==> src/rtl/branch_predictor_pkg.sv <==
// Shared definitions for the direct-mapped BTB/BHT branch predictor.
package branch_predictor_pkg;

    localparam int ENTRIES_DEF = 64;

    // 2-bit saturating counter encoding; bit 1 is the taken prediction
    localparam logic [1:0] SNT = 2'b00;
    localparam logic [1:0] WNT = 2'b01;
    localparam logic [1:0] WT  = 2'b10;
    localparam logic [1:0] ST  = 2'b11;

    // index width: log2 of the table depth
    function automatic int idx_w(input int entries);
        return $clog2(entries);
    endfunction

    // tag width: everything above the index and the byte offset
    function automatic int tag_w(input int entries);
        return 30 - $clog2(entries);
    endfunction

endpackage

==> src/rtl/branch_predictor_sat_counter2.sv <==
// 2-bit saturating up/down counter next-state logic.
module sat_counter2
    import branch_predictor_pkg::*;
(
    input  logic [1:0] state,
    input  logic       taken,
    output logic [1:0] next_state
);

    // count toward ST on taken, toward SNT on not-taken, holding at the ends
    always_comb begin
        next_state = state;
        if (taken) begin
            if (state != ST) next_state = state + 2'd1;
        end else begin
            if (state != SNT) next_state = state - 2'd1;
        end
    end

endmodule

==> src/rtl/branch_predictor.sv <==
// Direct-mapped BTB with per-entry 2-bit history; combinational lookup at IF,
// training and statistics at EX.
module branch_predictor
    import branch_predictor_pkg::*;
#(
    parameter int ENTRIES = ENTRIES_DEF
) (
    input  logic        clk,
    input  logic        rst,
    input  logic [31:0] PC_IF,
    output logic [31:0] PC_pred_IF,
    output logic        PC_pred_en_IF,
    input  logic        update_en,
    input  logic        is_br_EX,
    input  logic [31:0] PC_EX_br,
    input  logic        br_taken_EX,
    input  logic [31:0] br_target_EX,
    input  logic        PC_pred_en_EX,
    output logic [31:0] br_count,
    output logic [31:0] mispred_count
);

    localparam int IW = idx_w(ENTRIES);
    localparam int TW = tag_w(ENTRIES);

    // entry storage kept in flops so the IF lookup is asynchronous
    logic [ENTRIES-1:0]             valid_q, valid_d;
    logic [ENTRIES-1:0][TW-1:0]     tag_q,   tag_d;
    logic [ENTRIES-1:0][31:0]       tgt_q,   tgt_d;
    logic [ENTRIES-1:0][1:0]        st_q,    st_d;
    logic [31:0]                    br_count_q, br_count_d;
    logic [31:0]                    mispred_count_q, mispred_count_d;

    logic [IW-1:0] if_idx, ex_idx;
    logic [TW-1:0] if_tag, ex_tag;
    logic          do_upd, ex_hit;
    logic [1:0]    sat_next;

    // byte-offset bits never participate in indexing
    logic unused_pc_lsbs;
    assign unused_pc_lsbs = ^{PC_IF[1:0], PC_EX_br[1:0]};

    assign if_idx = PC_IF[IW+1:2];
    assign if_tag = PC_IF[31:IW+2];
    assign ex_idx = PC_EX_br[IW+1:2];
    assign ex_tag = PC_EX_br[31:IW+2];
    assign do_upd = update_en & is_br_EX;
    assign ex_hit = valid_q[ex_idx] && (tag_q[ex_idx] == ex_tag);

    sat_counter2 u_sat (
        .state      (st_q[ex_idx]),
        .taken      (br_taken_EX),
        .next_state (sat_next)
    );

    // lookup reads only registered state, so same-cycle updates appear next cycle
    always_comb begin
        PC_pred_en_IF = valid_q[if_idx] && (tag_q[if_idx] == if_tag) && st_q[if_idx][1];
        PC_pred_IF    = PC_pred_en_IF ? tgt_q[if_idx] : 32'h0;
    end

    // train the indexed entry and bump the statistics counters
    always_comb begin
        valid_d         = valid_q;
        tag_d           = tag_q;
        tgt_d           = tgt_q;
        st_d            = st_q;
        br_count_d      = br_count_q;
        mispred_count_d = mispred_count_q;
        if (do_upd) begin
            br_count_d = br_count_q + 32'd1;
            if (PC_pred_en_EX != br_taken_EX)
                mispred_count_d = mispred_count_q + 32'd1;
            if (ex_hit) begin
                st_d[ex_idx] = sat_next;
                if (br_taken_EX) tgt_d[ex_idx] = br_target_EX;
            end else if (br_taken_EX) begin
                // a taken miss evicts whatever occupied the slot
                valid_d[ex_idx] = 1'b1;
                tag_d[ex_idx]   = ex_tag;
                tgt_d[ex_idx]   = br_target_EX;
                st_d[ex_idx]    = WT;
            end
        end
    end

    // valid bits, history and counters; reset wins over any update
    always_ff @(posedge clk) begin
        if (rst) begin
            valid_q         <= '0;
            st_q            <= {ENTRIES{SNT}};
            br_count_q      <= '0;
            mispred_count_q <= '0;
        end else begin
            valid_q         <= valid_d;
            st_q            <= st_d;
            br_count_q      <= br_count_d;
            mispred_count_q <= mispred_count_d;
        end
    end

    // tags and targets carry no reset; they are meaningless while invalid
    always_ff @(posedge clk) begin
        if (!rst) begin
            tag_q <= tag_d;
            tgt_q <= tgt_d;
        end
    end

    assign br_count      = br_count_q;
    assign mispred_count = mispred_count_q;

endmodule

==> config.mk <==
export PLATFORM = sky130hd
export DESIGN_NAME = branch_predictor
export DESIGN_NICKNAME = d
export VERILOG_FILES = /design/src/rtl/branch_predictor_pkg.sv /design/src/rtl/branch_predictor_sat_counter2.sv /design/src/rtl/branch_predictor.sv
export SDC_FILE = /design/constraint.sdc
export NUM_CORES = 2
export LEC_CHECK = 0
export CAP_MARGIN = 20
export CORE_MARGIN = 2
export CORE_UTILIZATION = 45
export CTS_CLUSTER_DIAMETER = 150
export DETAILED_ROUTE_END_ITERATION = 12
export PLACE_DENSITY = 0.7
export SYNTH_ARGS = -nofsm -noshare
export SYNTH_HDL_FRONTEND = slang
export SYNTH_SLANG_ARGS = --single-unit
==> constraint.sdc <==
create_clock -name clk -period 12.3 [get_ports clk]
set_input_delay 2.46 -clock clk [delete_from_list [all_inputs] [get_ports clk]]
set_output_delay 2.46 -clock clk [all_outputs]
set_load 0.05 [all_outputs]
==> metrics <==
1st-iter DRT viols=14,750; DPL Wire Length=about 270,000 um; share of synthesized area occupied by flip-flops and latches=0.6906; total routed wirelength=between 400,000 and 500,000 um; Clk pin slew, worst setup/hold paths=roughly 0.060 ns; Syn. warnings=0; r2r setup slk=~5.7 ns; sum of overflow across all layers after global routing=0; result of the run=completed; fraction of final layout cells sized beyond drive strength 1=0.2899; Setup violations, final=0; Worst Setup EP=PC_pred_IF[1]; xor-xnor portion of the synthesized cell area=0.004667; compound-gate portion of the synthesized area=0.04086; internal portion of total power=roughly 22 mW; P_sw=just over 6 mW; total global-route track usage=0.2625; synthesis-stage register bit count=between 3,000 and 4,000; clk_lat worst skew=0.98 ns; CTS tree=yes; Worst Path Class, Setup=input port to output port; Die X-Extent=606.3 um; number of nets in the final layout=approximately 8,600; Primary FF master, synth=edfxtp_1; Setup crit end kind=output port; total of hold buffers inserted after clock tree synthesis=0; number of H-tree levels=5; final worst-path cycle share=0.9477; First-pass DRT Iterations=7; commonest non-fill, non-tap cells in the layout=edfxtp_1 (3,584), mux4_2 (1,380), clkbuf_16 (395); total count of max-transition violations in the final report=0; largest fanout on the critical path=between 80 and 90; std cell rows=221; setup repair after global routing missed its margin=no; relative contribution of combinational cells to total power=0.061; slowest cell on the critical path=clkdlybuf4s50_1; share of the core filled with cells in the final layout=0.5117; leakage power figure=~58 nW; IO Count=~200; total standard cell area after synthesis=163,300 um2; final-report hold violation count=0; number of library cell types mapped by synthesis=82; asr flop ratio synth=0; Fin Setup TNS=0 ns; library cell appearing most often on the critical path=mux4_2; Final min period=between 10 and 15 ns; reg2reg start=tag_q[1282]; number of buffers inserted during clock tree synthesis=a little under 400; count of flip-flops with a built-in enable after synthesis=3,584; antenna violation net count after detailed routing=0; pre-CTS setup slack=0.9653 ns; syn_nets=approximately 8,300; number of logic stages on the critical path including buffering=12; floorplan die height=between 600 and 700 um; Remaining DRCs=0; Synth Area in Simple Gates=0.02846; combinational family with the most area after synthesis=multiplexers; initial antenna violation count=23; die area=367,600 um2; Max-cap violations=0; arrival time of the worst setup path=9.20 ns; crit path buf inv count=4; Area Growth Syn to Fin=13.36%; Core Footprint=around 360,000 um2; launching instance or port of the critical path=PC_IF[2]; global placer's final weighted congestion=roughly 0.89; via count=92,840; # resized after CTS=0; element type at the critical path start=input port; vias per std cell=between 6 and 7; mux share of post-synthesis cell area=0.2165; number of sinks on the clock net=roughly 3,800; share of power burned in registers=0.512; worst endpoint required time=between 9 and 10 ns; routed length per placed instance=35.95 um; Clock Tree Buf Depth=4; effective utilization at floorplan=0.4514; cell family with most CP delay=buffers and inverters; final setup skew=between 0.08 and 0.09 ns; cell-by-cell listing of the critical path=buf_16 -> buf_4 -> mux4_2 -> mux4_2 -> mux4_2 -> xnor2_1 -> nand4_1 -> nor3_1 -> nand4_1 -> buf_4 -> a211oi_1 -> clkdlybuf4s50_1; path type of the worst min-delay path=register to register; number of buffers inserted by port buffering=roughly 190; CTS root buffer=clkbuf_16; adder-cell share of the synthesized area=0.0002836; setup bufs post-CTS=0; Max stage delay on crit path=approximately 0.91 ns; most common library cell in the layout ignoring fill and taps=edfxtp_1; number of global-route vias before repair=91,430; transition time at the pin with the least slew margin=between 1 and 1.5 ns; capturing point of the worst reg2reg path=tag_q[833]; achievable frequency=about 86 MHz; global-route wire length before repair=a little under 700,000 um; portion of total power attributed to the clock network=0.426; switching power as a share of total power=0.2197; fin worst setup slack=about 0.64 ns; Worst R2R Path Depth=10; areal power density over the cells=between 150 and 200 nW/um2; worst hold margin=approximately 0.5 ns; maximum number of pins on one net before global-route repair=between 100 and 150; average cell area after synthesis=a little under 20 um2; gate count of the mapped netlist=between 8,000 and 9,000; IR Drop Worst-Case VDD=171.3 uV; relative slew slack=0.1725
[registers in the layout (all words and copies together), names as in the netlist]
signal         count
tgt_q           2048
tag_q           1536
st_q             128
valid_q           64
br_count          32
mispred_count     32
[cells by family after synthesis]
| kind of cell | Yosys count |
|---|---|
| adder cells (fa/ha/maj) | 4 |
| XOR/XNOR | 87 |
| multiplexers | 1802 |
| AO/OA/AOI/OAI | 919 |
| buffers and inverters | 648 |
| flip-flops | 3840 |
| AND/OR/NAND/NOR | 935 |
[cell type report]
type | count | area, um2
fill | 28000 | 176600
clock buffer | 474 | 10250
tap | 4794 | 5998
timing repair buffer | 547 | 5064
inverter | 19 | 76.32
sequential | 3840 | 112700
multi-input combinational | 3747 | 48430
clock inverter | 246 | 2485
antenna | 6 | 15.01
[synthesized netlist by cell type, drive strengths merged, types with 7 or more instances]
master	instances	area, um2
or2	7	43.80
nor3	54	270.3
a211oi	34	255.2
dfxtp	256	5125
o2bb2ai	62	543.0
and4	16	140.1
or4b	8	80.08
o211ai	20	150.1
nand3	130	650.6
and3	16	100.1
xnor2	40	350.3
a22o	13	113.9
o221ai	10	87.58
o311a	72	720.7
or3	18	112.6
a32oi	9	78.83
o21ai	164	820.8
inv	19	71.32
a221o	15	150.1
o31ai	66	495.5
nand2	241	907.1
edfxtp	3584	107600
nor3b	37	277.8
mux2i	389	3894
a31oi	39	244.0
buf	314	1779
mux2	33	371.6
a22oi	137	1028
mux4	1380	31080
a221oi	57	499.2
a31o	7	61.31
clkbuf	315	1184
o211a	10	100.1
o22ai	82	513.0
and2	8	50.05
o22a	15	131.4
nor2	247	927.1
nand2b	18	112.6
nor2b	42	262.8
nand4	33	206.5
a21oi	69	345.3
nand4b	7	61.31
nor4	14	93.84
xor2	47	411.6
o311ai	7	61.31
[metal layers]
layer,vias up,global-route usage,routed length (um)
met4,14,0.1390,30220
met2,6735,0.4129,230300
met3,1430,0.05756,58280
met1,48910,0.3438,172700
li1,35750,-,-
met5,-,0,95
[worst min-delay path by stage]
stage / start / slack, ns / end / cells after the start
finish: valid_q[32] / 0.49 / valid_q[32] / 1
global route: valid_q[24] / 0.50 / valid_q[24] / 1
CTS: valid_q[15] / 0.48 / valid_q[15] / 1
detailed placement: valid_q[15] / 0.47 / valid_q[15] / 1
global placement: valid_q[51] / 0.46 / valid_q[51] / 1
floorplan: valid_q[63] / 0.44 / valid_q[63] / 1
[through the flow]
stage	area (um2)	cells	total power, mW
after floorplan	163300	8235	15.56
after global placement	171700	12920	16.20
after detailed placement	171700	12920	16.24
after CTS	184500	13640	27.94
after global routing	185100	13670	28.52
final	185100	13670	27.88
[power groups by stage]
stage | clock network (mW) | registers [mW] | logic (mW)
floorplan | 0 | 14.6 | 0.995
global placement | 0 | 14.6 | 1.64
detailed placement | 0 | 14.6 | 1.67
CTS | 12.0 | 14.3 | 1.67
global route | 12.5 | 14.3 | 1.77
finish | 11.9 | 14.3 | 1.71
Power figures use the tool's default switching activity.
